### src/rtl/fir_pkg.sv
// rtl/fir_pkg.sv - shared state type and arithmetic helpers for fir_tap_engine
package fir_pkg;

   typedef enum logic [1:0] {IDLE, MAC, OUT} fir_state_t;

   // Wide enough that NTAPS full-scale products can never overflow.
   function automatic int acc_width(input int dwidth, input int cwidth, input int ntaps);
      return dwidth + cwidth + $clog2(ntaps);
   endfunction

   function automatic logic signed [63:0] sat_fit(input logic signed [63:0] v, input int owidth);
      logic signed [63:0] hi;
      logic signed [63:0] lo;
      logic signed [63:0] r;
      hi = (64'sd1 <<< (owidth - 1)) - 64'sd1;
      lo = -hi - 64'sd1;
      r  = v;
      if (v > hi)
         r = hi;
      else if (v < lo)
         r = lo;
      return r;
   endfunction

endpackage

### src/rtl/fir_mac_unit.sv
// rtl/fir_mac_unit.sv - registered signed accumulator with synchronous clear and enable
module fir_mac_unit #(
   parameter int PWIDTH = 16,
   parameter int ACCW   = 18
) (
   input  logic                     clk,
   input  logic                     rst,
   input  logic                     clear,
   input  logic                     en,
   input  logic signed [PWIDTH-1:0] product,
   output logic signed [ACCW-1:0]   sum
);

   logic signed [ACCW-1:0] acc;

   assign sum = acc + {{(ACCW-PWIDTH){product[PWIDTH-1]}}, product};

   always_ff @(posedge clk) begin
      if (rst || clear)
         acc <= '0;
      else if (en)
         acc <= sum;
   end

endmodule

### src/rtl/fir_tap_engine.sv
// rtl/fir_tap_engine.sv - sequential FIR stage: FIFO pop, NTAPS-cycle MAC, valid/ready result
// Define FIR_SAT_EN to saturate the result to the OWIDTH range instead of wrapping.
module fir_tap_engine
   import fir_pkg::*;
#(
   parameter int NTAPS  = 4,
   parameter int DWIDTH = 8,
   parameter int CWIDTH = 8,
   parameter int OWIDTH = 16
) (
   input  logic                     clk,
   input  logic                     rst,
   input  logic                     fifo_empty,
   input  logic                     fifo_write_en,
   input  logic [DWIDTH-1:0]        fifo_rdata,
   output logic                     fifo_read_en,
   input  logic                     coef_we,
   input  logic [$clog2(NTAPS)-1:0] coef_addr,
   input  logic [CWIDTH-1:0]        coef_wdata,
   output logic                     out_valid,
   input  logic                     out_ready,
   output logic [OWIDTH-1:0]        out_data,
   output logic                     busy
);

   localparam int IW   = $clog2(NTAPS);
   localparam int PW   = DWIDTH + CWIDTH;
   localparam int ACCW = acc_width(DWIDTH, CWIDTH, NTAPS);

   fir_state_t state, state_next;

   logic signed [DWIDTH-1:0] dl   [NTAPS];
   logic signed [CWIDTH-1:0] coef [NTAPS];
   logic [IW-1:0]            idx;
   logic                     pop_ok;
   logic                     last_tap;
   logic signed [DWIDTH-1:0] tap_sample;
   logic signed [CWIDTH-1:0] tap_coef;
   logic signed [PW-1:0]     product;
   logic signed [ACCW-1:0]   sum;
   logic signed [OWIDTH-1:0] result;

   // A pop during an upstream write would be ignored by the FIFO, so wait it out.
   assign pop_ok   = !fifo_empty && !fifo_write_en && !rst;
   assign last_tap = (idx == IW'(NTAPS - 1));

   assign tap_sample = dl[idx];
   assign tap_coef   = coef[idx];
   assign product    = $signed({{CWIDTH{tap_sample[DWIDTH-1]}}, tap_sample})
                     * $signed({{DWIDTH{tap_coef[CWIDTH-1]}}, tap_coef});

   fir_mac_unit #(
      .PWIDTH (PW),
      .ACCW   (ACCW)
   ) u_mac (
      .clk     (clk),
      .rst     (rst),
      .clear   (fifo_read_en),
      .en      (state == MAC),
      .product (product),
      .sum     (sum)
   );

`ifdef FIR_SAT_EN
   logic signed [63:0] sum_sat;
   assign sum_sat = sat_fit(64'(sum), OWIDTH);
   assign result  = OWIDTH'(sum_sat);
`else
   assign result = OWIDTH'(sum);
`endif

   always_ff @(posedge clk) begin
      if (rst)
         state <= IDLE;
      else
         state <= state_next;
   end

   always_comb begin
      state_next = state;
      case (state)
         IDLE:    if (pop_ok) state_next = MAC;
         MAC:     if (last_tap) state_next = OUT;
         OUT:     if (out_ready) state_next = IDLE;
         default: state_next = IDLE;
      endcase
   end

   always_comb begin
      fifo_read_en = 1'b0;
      out_valid    = 1'b0;
      busy         = 1'b1;
      case (state)
         IDLE: begin
            busy         = 1'b0;
            fifo_read_en = pop_ok;
         end
         OUT:     out_valid = 1'b1;
         default: busy = 1'b1;
      endcase
   end

   // Coefficient writes land only while idle; the pop cycle counts as idle.
   always_ff @(posedge clk) begin
      if (rst) begin
         for (int k = 0; k < NTAPS; k++) begin
            dl[k]   <= '0;
            coef[k] <= '0;
         end
         idx      <= '0;
         out_data <= '0;
      end else begin
         if (coef_we && !busy)
            coef[coef_addr] <= coef_wdata;
         if (fifo_read_en) begin
            for (int k = NTAPS - 1; k > 0; k--)
               dl[k] <= dl[k-1];
            dl[0] <= fifo_rdata;
            idx   <= '0;
         end else if (state == MAC) begin
            idx <= idx + 1'b1;
            if (last_tap)
               out_data <= result;
         end
      end
   end

endmodule

### config.mk
export PLATFORM = sky130hd
export DESIGN_NAME = fir_tap_engine
export DESIGN_NICKNAME = d
export VERILOG_FILES = /design/src/rtl/fir_pkg.sv /design/src/rtl/fir_mac_unit.sv /design/src/rtl/fir_tap_engine.sv
export SDC_FILE = /design/constraint.sdc
export NUM_CORES = 1
export LEC_CHECK = 0
export CORE_UTILIZATION = 55
export CTS_CLUSTER_SIZE = 16
export DETAILED_ROUTE_END_ITERATION = 16
export PLACE_DENSITY = 0.81
export SLEW_MARGIN = 25
export SYNTH_ARGS = -nofsm -noshare
export SYNTH_HDL_FRONTEND = slang
export SYNTH_HIERARCHICAL = 1
export SYNTH_SLANG_ARGS = --single-unit
export TNS_END_PERCENT = 50
### constraint.sdc
create_clock -name clk -period 6.3 [get_ports clk]
set_input_delay 1.89 -clock clk [delete_from_list [all_inputs] [get_ports clk]]
set_output_delay 1.89 -clock clk [all_outputs]
set_load 0.05 [all_outputs]
Word-level counts from Yosys, hierarchy flattened
Memory sizes are Yosys's and may differ from the RTL's. A register that Yosys moved wholly into a read port is not among the register bits. Cells that the tools add are included.

Memory bits (writable): 64. Input bits: 24. Bits in registers: 38. Memories: 2. Output and inout port bits: 19. Logic and storage cells: 58.

Memory list: coef (words 4, bits a word 8, rd ports 1, clocked after Yosys merged registers in 1, wr ports 4, line fir_tap_engine.sv:33) `logic signed [CWIDTH-1:0] coef [NTAPS];`; dl (words 4, bits a word 8, rd ports 4, clocked after Yosys merged registers in 1, wr ports 4, line fir_tap_engine.sv:32) `logic signed [DWIDTH-1:0] dl [NTAPS];`.

Reduce and logical (&&, ||, !) cells: 12. Bitwise logic cells: 5. $add $sub $neg: 2. Mux-type cells: 26. Equal/unequal tests: 6. $mul: 1.

Operator list (number): 8-bit two-way mux (5); 18-bit adder (1); 8-bit by 8-bit multiplier with 16-bit output (1); 2-bit two-way mux (8); 1-bit two-way mux (12); 8-bit OR reduction (1); 2-bit inequality test (second input constant) (3); 2-bit one-hot mux with 3 select lines (1); 3-bit AND reduction (2); 2-bit == test (second input constant) (2); 1-bit bitwise OR (4); 1-bit logical AND (3); 1-bit logical NOT (3); 2-bit by 1-bit adder with 2-bit output (second input constant) (1); 2-bit by 1-bit == test with 1-bit output (second input constant) (1); 2-bit logical NOT (1); 2-bit OR reduction (1); 1-bit logical OR (1); 1-bit NOT (1).

Depth between registers and ports, before layout
Gate-level depths: netlist of the first run.

Word-level depth: 8. Gate-level depth with buffers: 30. Gate-level depth less buffers: 27.

Hierarchy
Netlist of the first run, hierarchy kept.

By module, submodules not included: fir_tap_engine (sequential area each 2362.3 um^2, area an instance 6158.4 um^2, cells an instance 551, times used 1); fir_mac_unit (sequential area each 360.3 um^2, area an instance 1660.3 um^2, cells an instance 205, times used 1).

Worst setup path after synthesis of the first run
OpenSTA, ideal clock, no wires.

Kind: register to register. Start: register (tool-made name). End: register out_data[15]. Data required time: 6.230 ns. Setup time: 0.070 ns. Arrival: 6.301 ns. Path buffers: 3. Clock period less this slack: 6.371 ns. Slack: -0.071 ns. Stages on the path, launching flop included: 28. Path through: dfxtp_1 buf_6 buf_6 mux4_2 and2_1 fa_1 inv_1 fa_1 inv_1 fa_1 inv_1 fa_1 inv_1 ha_1 o21a_1 o31a_1 nor4b_2 a211oi_1 xor2_1 ha_1 clkbuf_1 and4_1 nand4_1 o21ai_4 mux2_4 nor2_1 nand2_1 a21oi_1.

RTL lines: end signal: assignment (line fir_tap_engine.sv:123) `out_data <= result;`; end: declaration (line fir_tap_engine.sv:22) `output logic [OWIDTH-1:0] out_data,`.

==> results.md, run 1 <==
* Max-slew violations at 0
* Critical path capture point: out_data[15]$_SDFFE_PP0P_
* Critical Path Source Type: flip-flop
* Largest net degree at the start of global routing at 36
* Remaining routing DRC violations at 0
* Failing checks: negative setup slack
* Number of maximum-capacitance constraint violations at 0
* Kind of critical path: flip-flop to flip-flop
* # IOs at 43
* Synth-to-layout area growth at 19.6%
* Worst slew margin relative to its limit at 0.440
* Clock root buffer master: sky130_fd_sc_hd__clkbuf_16
* Number of vias in the routed layout at approximately 5500
* Die X-Extent at 120 um
* Wire length of the first global-routing pass at 28100 um
* Total of warnings raised by yosys at 6
* Critical-path maximum fanout at 5
* TritonCTS clock tree: yes
* Routability-driven placement congestion ratio at just under 0.9
* Min-Delay Path Class: flip-flop to flip-flop
* FF-to-FF End: out_data[15]$_SDFFE_PP0P_
* DRT Pass-1 Iters at 5
* Met1 Use GR at 0.344
* Most frequent standard cell in the layout excluding fill and tap cells: sky130_fd_sc_hd__and2_1
* Detail-routed via count per cell at 5.55
* Number of antenna violations at the first check in global routing at 0
* Worst setup slack after placement at -0.215 ns
* Total power per unit cell area at approximately 330 nW/um^2
* Via count of the first global-routing pass at approximately 5700
* Arr. time, crit path at 6.67 ns
* Overall routed net length at ~17000 um
* Final core occ at 0.680
* Highest cell delay on the worst timing path at roughly 0.57 ns
* FP Rows at 42
* Commonest cells after routing, fill and taps aside: sky130_fd_sc_hd__and2_1, sky130_fd_sc_hd__inv_1, sky130_fd_sc_hd__edfxtp_1
* Average wire length per cell after detail routing at around 17 um
* Clock Sinks at approximately 100
* Remaining global-route overflow at 0
* Die height at between 100 and 150 um
* Total nets after synthesis at 856
* Most repeated library cell on the critical path: sky130_fd_sc_hd__fa_1
* Combined buffer and inverter count along the critical path at 6
* Status: finished with violations
* Kind of cell with the highest combined delay on the critical path: adder cells
* Worst Max-Slew Pin Slew at around 0.84 ns
* Cts bufs inserted at 9
* Most used routing layer in global routing: met2
* Die outline area at 14300 sq um
* Setup skew after layout at 0.00960 ns
* Worst setup margin at -0.0792 ns
* GRT Resource Usage Total at 0.253
* Syn Area/Cell at approximately 10 sq um
* WHS at approximately 0.46 ns
* Port Buffer Count at 42
* Depth of the worst register-to-register path at 25
* Met3 Usage GRT at 0.0276
* Met2 track utilization from global routing at 0.421
* Highest clock frequency the design can meet at 0.157 GHz
* Unrepaired setup endpoints after global routing: yes
* H-tree Lvls at 3
* NumNets Final at 940
* Setup slack on the worst flop-to-flop path at -0.08 ns
* Synthesized cell area at 7620 sq um
* Proportion of layout cells with a drive suffix above 1 at 0.186
* Post-layout min period at ~6.4 ns
* Total count of hold-check failures in the final report at 0
* Syn Inst Count at between 700 and 800
* Antenna Violating Nets Remaining at 0
* Number of buffers on the longest clock path at 2
* Setup crit end kind: flip-flop
* Clock Latency Late Sink at approximately 0.36 ns
* DRC violation total after the first TritonRoute iteration at 371
* Peak ir drop on the vdd network at ~0.21 mV
* Setup violation total in the final timing report at 3
* Worst-path clk slew at 0.07 ns
* Path length in cells of the critical path at 25
* Number of antenna repair diodes at 0
* Post-DP HPWL at 12300 um
* Static power due to leakage at roughly 3.8 nW
* Effective utilization at floorplan at 0.569
* Required @ worst endpoint at 6.59 ns
* Library cell contributing the largest single delay on the critical path: sky130_fd_sc_hd__mux4_2
* Share of the clock period used by the worst path after layout at 1.01
* Core outline area at 13400 sq um
-- worst min-delay path by stage --
stage | slack [ns] | depth (start not counted) | to | start
global route | 0.47 | 2 | out_data[8]$_SDFFE_PP0P_ | out_data[8]$_SDFFE_PP0P_
finish | 0.46 | 2 | out_data[3]$_SDFFE_PP0P_ | out_data[3]$_SDFFE_PP0P_
detailed placement | 0.45 | 2 | out_data[3]$_SDFFE_PP0P_ | out_data[3]$_SDFFE_PP0P_
floorplan | 0.46 | 1 | u_mac/acc[14]$_SDFFE_PP0P_ | u_mac/acc[14]$_SDFFE_PP0P_
global placement | 0.44 | 2 | out_data[9]$_SDFFE_PP0P_ | out_data[9]$_SDFFE_PP0P_
CTS | 0.46 | 2 | out_data[3]$_SDFFE_PP0P_ | out_data[3]$_SDFFE_PP0P_
-- power by group --
| part | internal (W) | total, W | switching, W |
|---|---|---|---|
| Clock | 0.000284 | 0.000543 | 0.000260 |
| Combinational | 0.000770 | 0.00170 | 0.000927 |
| Sequential | 0.000749 | 0.000769 | 0.0000198 |
-- flip-flops by register name, indices dropped and copies added, names as in the netlist, named ones only --
name       count
coef          32
dl            32
idx            2
out_data      16
state          2
u_mac/acc     16
-- per-layer routing --
| layer | wire [um] | vias to the layer above |
|---|---|---|
| li1 | - | 2592 |
| met1 | 7280 | 2705 |
| met2 | 8410 | 195 |
| met3 | 900 | 26 |
| met4 | 354 | 0 |
| met5 | 0 | - |
-- per-stage QoR --
stage                     total power (W)  setup TNS [ns]  std cells  cell area [sq um]
final                             0.00301          -0.115        995               9110
after global routing              0.00320           -1.24        995               9110
after CTS                         0.00283         -0.0297        988               8960
after detailed placement          0.00221          -0.791        953               8400
after global placement            0.00217               0        953               8400
after floorplan                   0.00182               0        730               7620
-- timing repair --
| item | 4_1_cts | 5_1_grt |
|---|---|---|
| buffers inserted | 19 | 7 |
| resized for setup | 33 | 27 |
| hold buffers | 0 | 0 |
| endpoints found under the setup margin | 7 | 9 |
| pin swaps | 32 | 29 |
-- worst register-to-register path, delay by kind of cell, from the launching register on --
kind / cells / cell delay [ns]
compound gates: 3 / 0.42
buf+inv: 6 / 0.65
mux: 2 / 0.92
fa+ha+maj: 6 / 2.66
xor+xnor: 1 / 0.17
flops: 1 / 0.37
simple gates: 7 / 1.15
-- final cells by class --
class	instances	area, sq um
multi-input cells	505	4630
fillers	934	4290
flip-flops and latches	102	2690
repair buffers	98	926
inverters	98	368
clock buffers	11	243
well taps	176	220
clock inverters	5	41.3
Power figures use the tool's default switching activity.
==> run 2: changes to the inputs <==
- CORE_ASPECT_RATIO: unset -> 1.4
- PLACE_DENSITY: 0.81 -> 0.77
==> results.md, run 2 (synthesis gave the netlist of run 1 again) <==
* Status: finished clean
* Number of maximum-capacitance constraint violations at 0
* Average wire length per cell after detail routing at approximately 16 um
* Number of antenna violations at the first check in global routing at 0
* Effective utilization at floorplan at 0.566
* Kind of critical path: flip-flop to flip-flop
* Die height at 141 um
* Worst slew margin relative to its limit at 0.426
* DP Cell Count at roughly 960
* Required @ worst endpoint at 6.58 ns
* Cell depth of the worst min-delay path at 2
* Max-slew violations at 0
* Core outline area at roughly 13000 sq um
* Commonest cells after routing, fill and taps aside: sky130_fd_sc_hd__and2_1, sky130_fd_sc_hd__inv_1, sky130_fd_sc_hd__edfxtp_1
* Largest registers: coef (32), dl (32)
* Non-Filler Instances at 990
* Remaining global-route overflow at 0
* Setup violation total in the final timing report at 0
* Number of vias in the routed layout at 5431
* Antenna Violating Nets Remaining at 0
* Wire length of the first global-routing pass at 27100 um
* Fill cells at 1012
* Unrepaired setup endpoints after global routing: yes
* Combined buffer and inverter count along the critical path at 8
* Finished layout cell area at about 9000 sq um
* Area post-placement at 8430 sq um
* Number of antenna repair diodes at 0
* Most frequent standard cell in the layout excluding fill and tap cells: sky130_fd_sc_hd__and2_1
* Share of the clock period used by the worst path after layout at 0.990
* Number of buffers on the longest clock path at 2
* H-tree Lvls at 3
* FF-to-FF End: out_data[15]$_SDFFE_PP0P_
* Library cell contributing the largest single delay on the critical path: sky130_fd_sc_hd__fa_1
* Worst-path clk slew at 0.07 ns
* Setup slack on the worst flop-to-flop path at about 0.065 ns
* Die outline area at 14300 sq um
* Highest clock frequency the design can meet at between 0.15 and 0.2 GHz
* Largest net degree at the start of global routing at 38
* Static power due to leakage at 3.77 nW
* GRT Resource Usage Total at 0.246
* Depth of the worst register-to-register path at 27
* Setup crit end kind: flip-flop
* Routability-driven placement congestion ratio at 0.965
* Overall routed net length at 16300 um
* Most repeated library cell on the critical path: sky130_fd_sc_hd__fa_1
* Port Buffer Count at 42
* Remaining routing DRC violations at 0
* DRC violation total after the first TritonRoute iteration at 215
* Die X-Extent at 101 um
* Worst Max-Slew Pin Slew at 0.855 ns
* Total count of hold-check failures in the final report at 0
* Total power per unit cell area at 325 nW/um^2
* DRT Pass-1 Iters at 4
* Setup skew after layout at 0.0113 ns
* Post-layout min period at 6.23 ns
* Peak ir drop on the vdd network at about 0.21 mV
* Highest cell delay on the worst timing path at 0.58 ns
* Worst hold start: out_data[2]$_SDFFE_PP0P_
* Proportion of layout cells with a drive suffix above 1 at 0.167
* Setup TNS Final at 0 ns
* FP Rows at 50
* Clock Latency Late Sink at 0.35 ns
* # IOs at between 40 and 50
* Synth-to-layout area growth at 17.9%
* TritonCTS clock tree: yes
* Hold worst-path end: out_data[2]$_SDFFE_PP0P_
* Detail-routed via count per cell at between 5 and 6
* NumNets Final at 929
* Critical Path Source Type: flip-flop
* Number of buffers inserted for hold repair after clock tree synthesis at 0
* Arr. time, crit path at 6.52 ns
* Min-Delay Path Class: flip-flop to flip-flop
* Clock root buffer master: sky130_fd_sc_hd__clkbuf_16
* Post-DP HPWL at 12200 um
* Via count of the first global-routing pass at 5759
* Clock Sinks at 102
* Cts bufs inserted at 9
* Kind of cell with the highest combined delay on the critical path: adder cells
* Critical-path maximum fanout at 6
-- run 2: cell types whose count changed in the layout (fill, tap and decap cells not counted), moves of 4 or more --
cell                     delta
sky130_fd_sc_hd__buf_4     -10
sky130_fd_sc_hd__and2_1     +5
sky130_fd_sc_hd__and2_4     -5
sky130_fd_sc_hd__nor2_2     -4
-- run 2: layout make-up --
cell class | instances | area (sq um) | share of cell area
Multi-Input combinational cell | 505 | 4600 | 0.512
Inverter | 98 | 368 | 0.0410
Tap cell | 182 | 228 | 0.0254
Timing Repair Buffer | 87 | 827 | 0.0921
Clock inverter | 7 | 53.8 | 0.00599
Clock buffer | 9 | 225 | 0.0251
Sequential cell | 102 | 2680 | 0.299
-- run 2: metal layers --
layer,vias up,global-route usage,part of all wire
met4,0,0.137,0.044
met1,2661,0.273,0.38
li1,2577,-,-
met3,54,0.0315,0.027
met2,139,0.449,0.55
met5,-,0,0
-- run 2: power breakdown --
part	switching [W]	internal, W	leakage, nW	total [W]
sequential	0.0000199	0.000749	0.977	0.000769
clock	0.000255	0.000273	0.142	0.000528
combinational	0.000897	0.000729	2.65	0.00163
-- run 2: how the worst max path moves through the flow --
stage                     startpoint                        end  slack [ns]  cells past startpoint
after floorplan            flip-flop  out_data[15]$_SDFFE_PP0P_        0.04                     27
after global placement     flip-flop  out_data[15]$_SDFFE_PP0P_        0.04                     25
after detailed placement   flip-flop  out_data[14]$_SDFFE_PP0P_        -0.1                     25
after CTS                  flip-flop  out_data[15]$_SDFFE_PP0P_      0.0002                     26
after global routing       flip-flop  out_data[15]$_SDFFE_PP0P_       -0.12                     26
final                      flip-flop  out_data[15]$_SDFFE_PP0P_        0.07                     27
-- run 2: through the flow --
| stage | util | setup slack (ns) | total power, W | hold WS, ns |
|---|---|---|---|---|
| after floorplan | - | 0.0391 | 0.00182 | 0.461 |
| after global placement | 0.627 | 0.0449 | 0.00219 | 0.444 |
| after detailed placement | 0.627 | -0.0972 | 0.00224 | 0.446 |
| after CTS | 0.660 | 0.000201 | 0.00283 | 0.456 |
| after global routing | 0.668 | -0.119 | 0.00313 | 0.479 |
| final | 0.668 | 0.0655 | 0.00292 | 0.455 |
-- run 2: worst min-delay path, cell delays in order (launching register included) --
cell and delay (ns):
sky130_fd_sc_hd__dfxtp_1 0.31, sky130_fd_sc_hd__nand2_1 0.05, sky130_fd_sc_hd__a21oi_1 0.05
-- run 2: what timing repair did --
| action | 4_1_cts | 5_1_grt |
|---|---|---|
| gates resized for setup | 27 | 21 |
| pin swaps | 17 | 12 |
| setup endpoints to repair | 5 | 9 |
| endpoints found under the hold margin | 0 | 0 |
| setup buffers | 7 | 4 |
